File: config.mk
export PLATFORM = sky130hd
export DESIGN_NAME = multdiv_issue_ctrl
export DESIGN_NICKNAME = d
export VERILOG_FILES = /design/src/rtl/multdiv_issue_ctrl.sv
export SDC_FILE = /design/constraint.sdc
export NUM_CORES = 1
export LEC_CHECK = 0
export BUFFER_PORTS_ARGS = -buffer_cell sky130_fd_sc_hd__buf_2
export CELL_PAD_IN_SITES_DETAIL_PLACEMENT = 2
export CELL_PAD_IN_SITES_GLOBAL_PLACEMENT = 2
export CORE_MARGIN = 3
export CORE_UTILIZATION = 26
export CTS_CLUSTER_DIAMETER = 150
export DETAILED_ROUTE_END_ITERATION = 10
export PLACE_DENSITY = 0.76
export SETUP_SLACK_MARGIN = 0.4
export SLEW_MARGIN = 20
export SYNTH_ARGS = -nofsm -noshare
export SYNTH_HDL_FRONTEND = slang
export SYNTH_SLANG_ARGS = --single-unit
File: constraint.sdc
create_clock -name clock -period 1.7 [get_ports clock]
set_input_delay 0.255 -clock clock [delete_from_list [all_inputs] [get_ports clock]]
set_output_delay 0.255 -clock clock [all_outputs]
set_load 0.02 [all_outputs]
File: src/rtl/multdiv_issue_ctrl.sv
//==============================================================================
// Module      : multdiv_issue_ctrl
// Description : Issue controller between the execute stage and a multi-cycle
//               multiply/divide unit. Accepts one request, launches the unit
//               with a single-cycle control pulse, waits (bounded) for the
//               result and hands it to writeback, substituting exception or
//               abort codes where needed.
// Revision    : 1.0 - initial release
//==============================================================================
`default_nettype none
`timescale 1ns/1ps

module multdiv_issue_ctrl #(
    parameter int          TIMEOUT       = 48,
    parameter logic [4:0]  RSTATUS_REG   = 5'd30,
    parameter logic [31:0] MULT_EXC_CODE = 32'd4,
    parameter logic [31:0] DIV_EXC_CODE  = 32'd5
) (
    input  logic        clock,
    input  logic        reset,
    // execute-stage request
    input  logic        req_valid,
    output logic        req_ready,
    input  logic        req_op,
    input  logic [31:0] req_a,
    input  logic [31:0] req_b,
    input  logic [4:0]  req_rd,
    // downstream multdiv unit
    output logic [31:0] md_operandA,
    output logic [31:0] md_operandB,
    output logic        md_ctrl_MULT,
    output logic        md_ctrl_DIV,
    input  logic [31:0] md_result,
    input  logic        md_exception,
    input  logic        md_resultRDY,
    // writeback
    output logic        wb_valid,
    input  logic        wb_ready,
    output logic [4:0]  wb_rd,
    output logic [31:0] wb_data,
    output logic        wb_exc,
    // status
    output logic        busy,
    output logic        timeout_err
);

    localparam logic [1:0] c_IDLE   = 2'd0;
    localparam logic [1:0] c_LAUNCH = 2'd1;
    localparam logic [1:0] c_WAIT   = 2'd2;
    localparam logic [1:0] c_WB     = 2'd3;

    // Counter value seen in the last WAIT cycle that may still capture; the
    // counter is cleared in LAUNCH so WAIT cycle k sees k-1. Limits beyond the
    // 6-bit range are capped at the saturation value.
    localparam int         c_LAST_INT  = (TIMEOUT > 64) ? 63 : ((TIMEOUT < 1) ? 0 : TIMEOUT - 1);
    localparam logic [5:0] c_WAIT_LAST = 6'(c_LAST_INT);
    localparam logic [5:0] c_CNT_MAX   = 6'h3F;

    logic [1:0]  r_state;
    logic [1:0]  w_state_next;
    logic [5:0]  r_count;
    logic        r_op;
    logic [4:0]  r_rd;
    logic [31:0] r_a;
    logic [31:0] r_b;
    logic [4:0]  r_wb_rd;
    logic [31:0] r_wb_data;
    logic        r_wb_exc;
    logic        r_timeout_err;

    logic w_accept;
    logic w_capture;
    logic w_wait_expired;
    logic w_abort;

    assign w_accept       = (r_state == c_IDLE) && req_valid;
    assign w_capture      = (r_state == c_WAIT) && md_resultRDY;
    assign w_wait_expired = (r_count >= c_WAIT_LAST);
    // A result arriving in the final WAIT cycle wins over the abort.
    assign w_abort        = (r_state == c_WAIT) && !md_resultRDY && w_wait_expired;

    // Next-state selection for the issue sequence.
    always_comb begin
        w_state_next = r_state;
        case (r_state)
            c_IDLE:   if (req_valid) w_state_next = c_LAUNCH;
            c_LAUNCH: w_state_next = c_WAIT;
            c_WAIT:   if (md_resultRDY || w_wait_expired) w_state_next = c_WB;
            c_WB:     if (wb_ready) w_state_next = c_IDLE;
            default:  w_state_next = c_IDLE;
        endcase
    end

    // State register.
    always_ff @(posedge clock) begin
        if (!reset) r_state <= c_IDLE;
        else        r_state <= w_state_next;
    end

    // Wait counter: cleared at launch, saturating increment while waiting.
    always_ff @(posedge clock) begin
        if (!reset) begin
            r_count <= 6'd0;
        end else if (r_state == c_LAUNCH) begin
            r_count <= 6'd0;
        end else if ((r_state == c_WAIT) && (r_count != c_CNT_MAX)) begin
            r_count <= r_count + 6'd1;
        end
    end

    // Request latch and writeback payload capture.
    always_ff @(posedge clock) begin
        if (!reset) begin
            r_op      <= 1'b0;
            r_rd      <= 5'd0;
            r_a       <= 32'd0;
            r_b       <= 32'd0;
            r_wb_rd   <= 5'd0;
            r_wb_data <= 32'd0;
            r_wb_exc  <= 1'b0;
        end else begin
            if (w_accept) begin
                r_op <= req_op;
                r_rd <= req_rd;
                r_a  <= req_a;
                r_b  <= req_b;
            end
            if (w_capture) begin
                if (md_exception) begin
                    r_wb_rd   <= RSTATUS_REG;
                    r_wb_data <= r_op ? DIV_EXC_CODE : MULT_EXC_CODE;
                    r_wb_exc  <= 1'b1;
                end else begin
                    r_wb_rd   <= r_rd;
                    r_wb_data <= md_result;
                    r_wb_exc  <= 1'b0;
                end
            end else if (w_abort) begin
                r_wb_rd   <= 5'd0;
                r_wb_data <= 32'd0;
                r_wb_exc  <= 1'b1;
            end
        end
    end

    // Sticky abort flag, cleared only by reset.
    always_ff @(posedge clock) begin
        if (!reset)       r_timeout_err <= 1'b0;
        else if (w_abort) r_timeout_err <= 1'b1;
    end

    assign req_ready    = (r_state == c_IDLE);
    assign busy         = (r_state != c_IDLE);
    assign md_ctrl_MULT = (r_state == c_LAUNCH) && !r_op;
    assign md_ctrl_DIV  = (r_state == c_LAUNCH) && r_op;
    assign md_operandA  = r_a;
    assign md_operandB  = r_b;
    assign wb_valid     = (r_state == c_WB);
    assign wb_rd        = r_wb_rd;
    assign wb_data      = r_wb_data;
    assign wb_exc       = r_wb_exc;
    assign timeout_err  = r_timeout_err;

endmodule

`default_nettype wire

; ---- After elaboration in Yosys (flattened, before gate mapping)
; Cells that the tools add are included.
; Widths: inputs -> output; s select.
[word_totals]
out_inout_bits = 108
elab_cells = 49
inputBits = 108
regBits = 117
[classes]
add_sub_neg = 1
n_lt_le_gt_ge = 1
eq_ne = 7
n_bitwise = 1
reduce_logical = 15
muxes = 14
[op_table]
columns = op, n
row1 = $mux 32, 3
row2 = $mux 5, 3
row3 = $pmux 2 s4, 1
row4 = $logic_and 1x1->1, 7
row5 = $add 6x1->6 const B, 1
row6 = $ge 6x6->1 const B, 1
row7 = $mux 2, 3
row8 = $ne 6x6->1 const B, 1
row9 = $eq 2x2->1 const B, 2
row10 = $mux 1, 4
row11 = $ne 2x2->1 const B, 2
row12 = $reduce_bool 2->1, 2
row13 = $reduce_and 3->1, 1
row14 = $eq 2x1->1 const B, 1
row15 = $logic_not 1->1, 2
row16 = $logic_not 2->1, 1
row17 = $ne 2x1->1 const B, 1
row18 = $reduce_or 2->1, 1
row19 = $logic_or 1x1->1, 1
row20 = $not 1->1, 1

; ---- Longest topological paths before layout
; Gate-level depths: netlist (run 1).
[depth]
word_depth = 5
ltp_mapped = 8
ltp_nobuf = 5

; ---- Least setup slack after synthesis (run 1)
; OpenSTA, ideal clock, no wires.
[synth_timing]
path_kind = reg2reg
startpoint = reg r_state[0]
endpoint = reg r_state[0]
setup_ps = 72
arrival_ps = 1495
setup_slack_ps = 133
stages_incl_launch_ff = 7
n_path_buf = 1
required_time_ps = 1628
synth_period_minus_slack_ps = 1567
cell_sequence = dfxtp_1 > inv_1 > ha_1 > buf_6 > nor3b_1 > a2111oi_4 > mux2i_1
[synth_between]
elab_chain_cells = 3
word_cells_on_any_way = 9
classes_between = 6 x eq/ne / 1 x mux / 2 x reduce/logical
[synth_rtl]
columns = item, line_no
row1 = start: declaration, 59  ; logic [1:0] r_state;
row2 = start signal: assignment, 96  ; if (!reset) r_state <= c_IDLE;
row3 = start signal: assignment, 97  ; else r_state <= w_state_next;
row4 = $eq 2x2->1 / $logic_not 2->1 (equally long branches), 85  ; case (r_state)
row5 = $ne 2x2->1 (no source line) / $ne 2x1->1 (equally long branches), --
row6 = $reduce_and 3->1 (no source line), --
; Parallel ways exist; a longest one is shown, timed or not.
; A chain may end at the register's enable or synchronous reset.

; ---- Final worst setup path (run 1)
[layout_timing]
startpoint = reg r_state[1]
endpoint = reg r_state[0]
; Same word-level chain as after synthesis.

==> metrics.csv, run 1 <==
metric,value,unit
number of DRC markers in iteration 0,291,
final wirelength,30700,um
"most common cell after layout, fill and taps aside",buf_2,
FF-to-FF path depth,5,
Cells after Synth,558,
Critical R2R Launch,r_state[1],
Max Clock Skew,0.0127,ns
Synth cell types,36,
die area,0.0206,mm2
sequential area share after synthesis,47.7,%
Num Clock Sinks,117,
PD cells,1490,mW/mm2
final period utilization,101,%
Required @ worst endpoint,2.01,ns
WL/cell,28.6,um
post-route cell area,0.00949,mm2
first-pass GRT wire length,37500,um
Tot GR Track Use,24.3,%
Worst Path Arrival,2.03,ns
worst-margin pin slew,0.421,ns
mean area per synthesized cell,8.80,um2
Num CTS Buffers,17,
DRT Pass-1 Iters,4,
FP Rows,49,
relative slew slack,71.9,%
gpl congestion,0.763,
share of cells above drive strength 1,64.9,%
fmax,0.581,GHz
Mapped Area,0.00491,mm2
Placed Instance Area,0.00623,mm2
initial antenna violation count,2,
type of the tightest min-delay check,primary input to flip-flop,
worst skew pair latency,0.43,ns
crit path kind,flip-flop to flip-flop,
synth warn,0,
CP Max Fanout,3,
via count,5747,
Slew Limit Fails,0,
PnR worst setup slack,-0.0205,ns
port bufs,215,
ANT nets after route,0,
chip height,143,um
"commonest cells after routing, fill and taps aside","buf_2, dfxtp_1, nand2_4, a21boi_2, nand2_1",
clk root buf,clkbuf_16,
boundary pin count,216,
Critical Path Source,r_state[1],
Fin. Hold Viols,0,
vias in the first global route,6083,
CTS Buffer Depth,2,
failing checks,negative setup slack,
Final TNS setup,-0.0205,ns
# DRC,0,
#FFs+latches synth,117,
Pleak,0.00422,uW
startpoint class of the critical path,flip-flop,
Starting Density,26.9,%
drt via density,5.35,
status,"complete, but fails checks",
Syn Nets,672,
Max VDD drop,0.872,mV
flop-to-flop setup slack,-0.02,ns
post-layout min period,1.72,ns
max_cap viols,0,
CTS H-Tree Depth,4,
post-layout util,51.9,%
# nets final,945,
largest net degree at the start of global routing,74,
core area,0.0183,mm2
"Clk pin slew, worst setup/hold paths",0.06,ns
Layout area overhead,93.2,%
HPWL after DPL,12500,um
pre-CTS WS,0.0629,ns
Worst setup EP type,flip-flop,
unrepaired setup endpoints after global routing,true,
global route overflow,0,
worst r2r dst,r_state[0],
Critical Path Sink,r_state[0],
Die Wd,143,um
CTS tree,yes,
setup violators final,1,
## worst min-delay path by stage
| stage | from | cells past startpoint | slack, ns | endpoint |
|---|---|---|---|---|
| 6_report | md_result[15] | 3 | 0.05 | wb_data[15] |
| 5_1_grt | md_result[3] | 3 | 0.05 | wb_data[3] |
| 4_1_cts | md_result[15] | 3 | 0.04 | wb_data[15] |
| 3_5_place_dp | md_operandA[11] | 2 | 0.46 | md_operandA[11] |
| 3_3_place_gp | md_operandB[26] | 2 | 0.45 | md_operandB[26] |
| 2_1_floorplan | md_result[31] | 2 | 0.37 | wb_data[31] |
## cells by family (layout without fill, tap and decap cells)
group | count (synthesis) | count (layout) | synth area share [%]
and+or+nand+nor | 215 | 215 | 20.6
AOI/OAI and AO/OA | 158 | 158 | 23.9
adders and majority gates | 6 | 6 | 1.53
buffers and inverters | 57 | 342 | 5.22
muxes | 5 | 5 | 1.04
other | 0 | 2 | 0
DFF | 117 | 117 | 47.7
## cell usage after synthesis
cell type	count	area share, %
and4b_1	1	0.20
o21ai_0	28	2.9
o2111ai_1	5	0.89
and3_1	2	0.25
nand4_1	1	0.13
o21ai_1	6	0.61
a311oi_1	3	0.54
nand3_1	8	0.82
nor4_1	2	0.25
clkbuf_1	27	2.1
mux2_2	1	0.23
ha_1	6	1.5
a21oi_1	4	0.41
nor2b_1	4	0.51
nand2_1	150	11
nor3_1	1	0.10
nor2_1	1	0.076
and2_1	2	0.25
buf_6	1	0.23
nor3b_1	2	0.31
dfxtp_1	117	48
buf_4	2	0.31
a32oi_1	31	5.5
nand3_2	1	0.20
o221ai_1	1	0.18
o211ai_1	6	0.92
a21boi_4	1	0.38
a21boi_0	70	11
a31oi_1	1	0.13
mux2i_1	4	0.82
buf_2	22	2.2
nand2b_1	2	0.25
inv_1	5	0.38
o21bai_1	1	0.15
a2111oi_4	1	0.56
nand3b_1	38	5.8
## registers in the layout, summed over array words and instances, names as in the netlist
signal / flops
r_op: 1
timeout_err: 1
wb_rd: 5
md_operandB: 32
r_state: 2
wb_data: 32
md_operandA: 32
r_rd: 5
r_count: 6
wb_exc: 1
## layout make-up
| type | instances | area [um2] |
|---|---|---|
| multi-input cells | 384 | 3410 |
| repair inverters | 1 | 16.3 |
| flip-flops and latches | 117 | 2370 |
| repair buffers | 305 | 2720 |
| inverters | 5 | 45.0 |
| clock buffers | 21 | 450 |
| fillers | 1844 | 8780 |
| diodes | 2 | 5.00 |
| well taps | 229 | 287 |
| clock inverters | 10 | 179 |
## critical path: stages, from the launching register on
cell,delay (ns)
dfxtp_4,0.38
buf_4,0.15
ha_1,0.21
nor2b_4,0.15
a2111oi_4,0.37
mux2i_1,0.34
## through the flow
step	hold WS (ns)	instances	total power, uW
after floorplan	0.374	558	5090
after global placement	0.447	960	5910
after global routing	0.0512	1074	14600
after detailed placement	0.463	960	6080
after CTS	0.0414	1050	12600
final	0.0501	1074	14100
## repair_timing
item	CTS	global route
pin swaps	84	105
gates resized for setup	200	231
setup buffers	35	11
cloned	24	11
endpoints found under the setup margin	122	129
hold buffers	0	0
## report_power, final
group          switching, uW  internal, uW
Sequential               401          3150
Clock                   1470          2630
Combinational           3370          3110
Total                   5230          8890
## routing by layer
metal / wire (um) / part of all wire (%) / track usage, % / vias up
li1: - / - / - / 2533
met1: 11100 / 36 / 27.0 / 2884
met2: 16400 / 53 / 43.1 / 255
met3: 2000 / 6.5 / 7.82 / 73
met4: 1300 / 4.2 / 9.17 / 2
met5: 15 / 0.049 / 0 / -
Note: power is estimated with default switching activity, not from simulation.
==> inputs of run 2 (changes only) <==
CORE_UTILIZATION = 28   (was 26)
PLACE_DENSITY = 0.81   (was 0.76)
SKIP_LAST_GASP = 1   (was unset)
clock period = 2.1 ns   (was 1.7 ns; I/O delays follow)
==> run 2 against run 1 <==
- the flow now finishes without violations
- largest power group is now the clock network
- critical path type is now flip-flop to output port
- first-iteration DRC count down 37%
- clock power is 24% lower
- non-clock buffer count is 72 lower
- global-route usage is 5.4 points lower
- wire length decreased by 40%
- clock skew decreased by 0.0027 ns
- critical path depth down 1
- clock-buffer cell count down 1
- via count fell by 12%
- setup slack improved by 0.49 ns
==> metrics.csv, run 2 (synthesis gave the netlist of run 1 again) <==
metric,value,unit
initial antenna violation count,5,
Max VDD drop,0.633,mV
"Critical Path, Cell by Cell",inv_2 -> ha_4 -> and2_1 -> buf_4,
Max Clock Skew,0.0100,ns
Critical Path Source,r_state[1],
final wirelength,18500,um
"commonest cells after routing, fill and taps aside","buf_2, nand2_1, dfxtp_1, a21boi_0, nand3b_1",
crit path kind,flip-flop to output port,
global route overflow,0,
worst-margin pin slew,0.578,ns
drt via density,5.09,
Num Clock Sinks,117,
Worst Path Arrival,1.31,ns
Final Hold Slack,0.112,ns
via count,5040,
Worst setup EP type,output port,
"most common cell after layout, fill and taps aside",buf_2,
Tot GR Track Use,18.9,%
share of cells above drive strength 1,36.2,%
startpoint class of the critical path,flip-flop,
register area,0.00235,mm2
CTS H-Tree Depth,4,
type of the tightest min-delay check,primary input to flip-flop,
core area,0.0169,mm2
# nets final,872,
Layout area overhead,40.8,%
PD cells,1160,mW/mm2
Crit path largest cell delay,0.34,ns
Starting Density,29.1,%
HPWL after DPL,13000,um
FP Rows,47,
vias in the first global route,5504,
ANT nets after route,0,
CTS Buffer Depth,2,
Die Wd,138,um
boundary pin count,216,
fmax,0.615,GHz
Required @ worst endpoint,1.78,ns
CTS Hold Bufs,0,
"Clk pin slew, worst setup/hold paths",0.06,ns
Num CTS Buffers,17,
post-layout min period,1.63,ns
diode count,0,
worst skew pair latency,0.42,ns
setup violators final,0,
# DRC,0,
Non-Filler Instances,991,
status,"finished, final reports clean",
gpl congestion,0.732,
Fin. Hold Viols,0,
unrepaired setup endpoints after global routing,false,
DRT Pass-1 Iters,6,
number of DRC markers in iteration 0,184,
final period utilization,77.4,%
largest net degree at the start of global routing,61,
Tot Pwr,8050,uW
CP Max Fanout,4,
clk root buf,clkbuf_16,
chip height,138,um
CP max stage cell,dfxtp_2,
cell family with most CP delay,flip-flops,
hold path start,md_result[20],
relative slew slack,61.5,%
worst path buffer plus inverter count,2,
Critical R2R Launch,r_state[0],
port bufs,215,
die area,0.0192,mm2
fill count,1901,
first-pass GRT wire length,29500,um
CTS tree,yes,
Final TNS setup,0,ns
max_cap viols,0,
Slew Limit Fails,0,
area of the multi-input gates,0.00238,mm2
Pleak,0.00297,uW
Cells after DPL,956,
WL/cell,18.7,um
-- run 2: tightest hold or removal path: cells and delay by family --
kind | cells | cell delay, ns
compound gates | 2 | 0.10
buf+inv | 1 | 0.08
-- run 2: through the flow --
| step | setup slack, ns | cell area, um2 | util [%] |
|---|---|---|---|
| 6_report | 0.474 | 6910 | 41.0 |
| 4_1_cts | 0.406 | 6850 | 40.6 |
| 5_1_grt | 0.418 | 6910 | 41.0 |
| 3_3_place_gp | 0.413 | 6180 | 36.6 |
| 3_5_place_dp | 0.172 | 6180 | 36.6 |
| 2_1_floorplan | 0.533 | 4910 | - |
-- run 2: path summary, 6_finish.rpt --
check	end	slack (ns)	cells past startpoint
worst max-delay path	md_ctrl_DIV	0.47	4
worst min register to register	timeout_err	0.46	2
worst max register to register	r_state[1]	0.48	5
worst min-delay path	wb_data[20]	0.11	3
-- run 2: layout make-up --
type                            count  area share (%)
Clock buffer                       20            6.46
Inverter                            5           0.271
Timing Repair Buffer              233            18.3
Tap cell                          220            3.98
Multi-Input combinational cell    384            34.4
Sequential cell                   117            34.0
Clock inverter                     12            2.57
-- run 2: repair_timing --
action                                  4_1_cts  5_1_grt
pin swaps                                     1        2
buffers inserted                              1        2
endpoints found under the setup margin       63       23
gates resized for setup                      13        8
-- run 2: power breakdown --
group	total (uW)	internal, uW	switching [uW]
Sequential	2740	2540	201
Combinational	2210	788	1420
Clock	3100	2020	1080
Total	8050	5350	2700
-- run 2: metal layers --
| metal | vias to the layer above | part of all wire, % | global-route usage (%) |
|---|---|---|---|
| met5 | - | 0.29 | 0 |
| met4 | 10 | 1.0 | 5.10 |
| met3 | 24 | 7.8 | 8.43 |
| met2 | 148 | 52 | 34.1 |
| met1 | 2502 | 38 | 20.0 |
| li1 | 2356 | - | - |
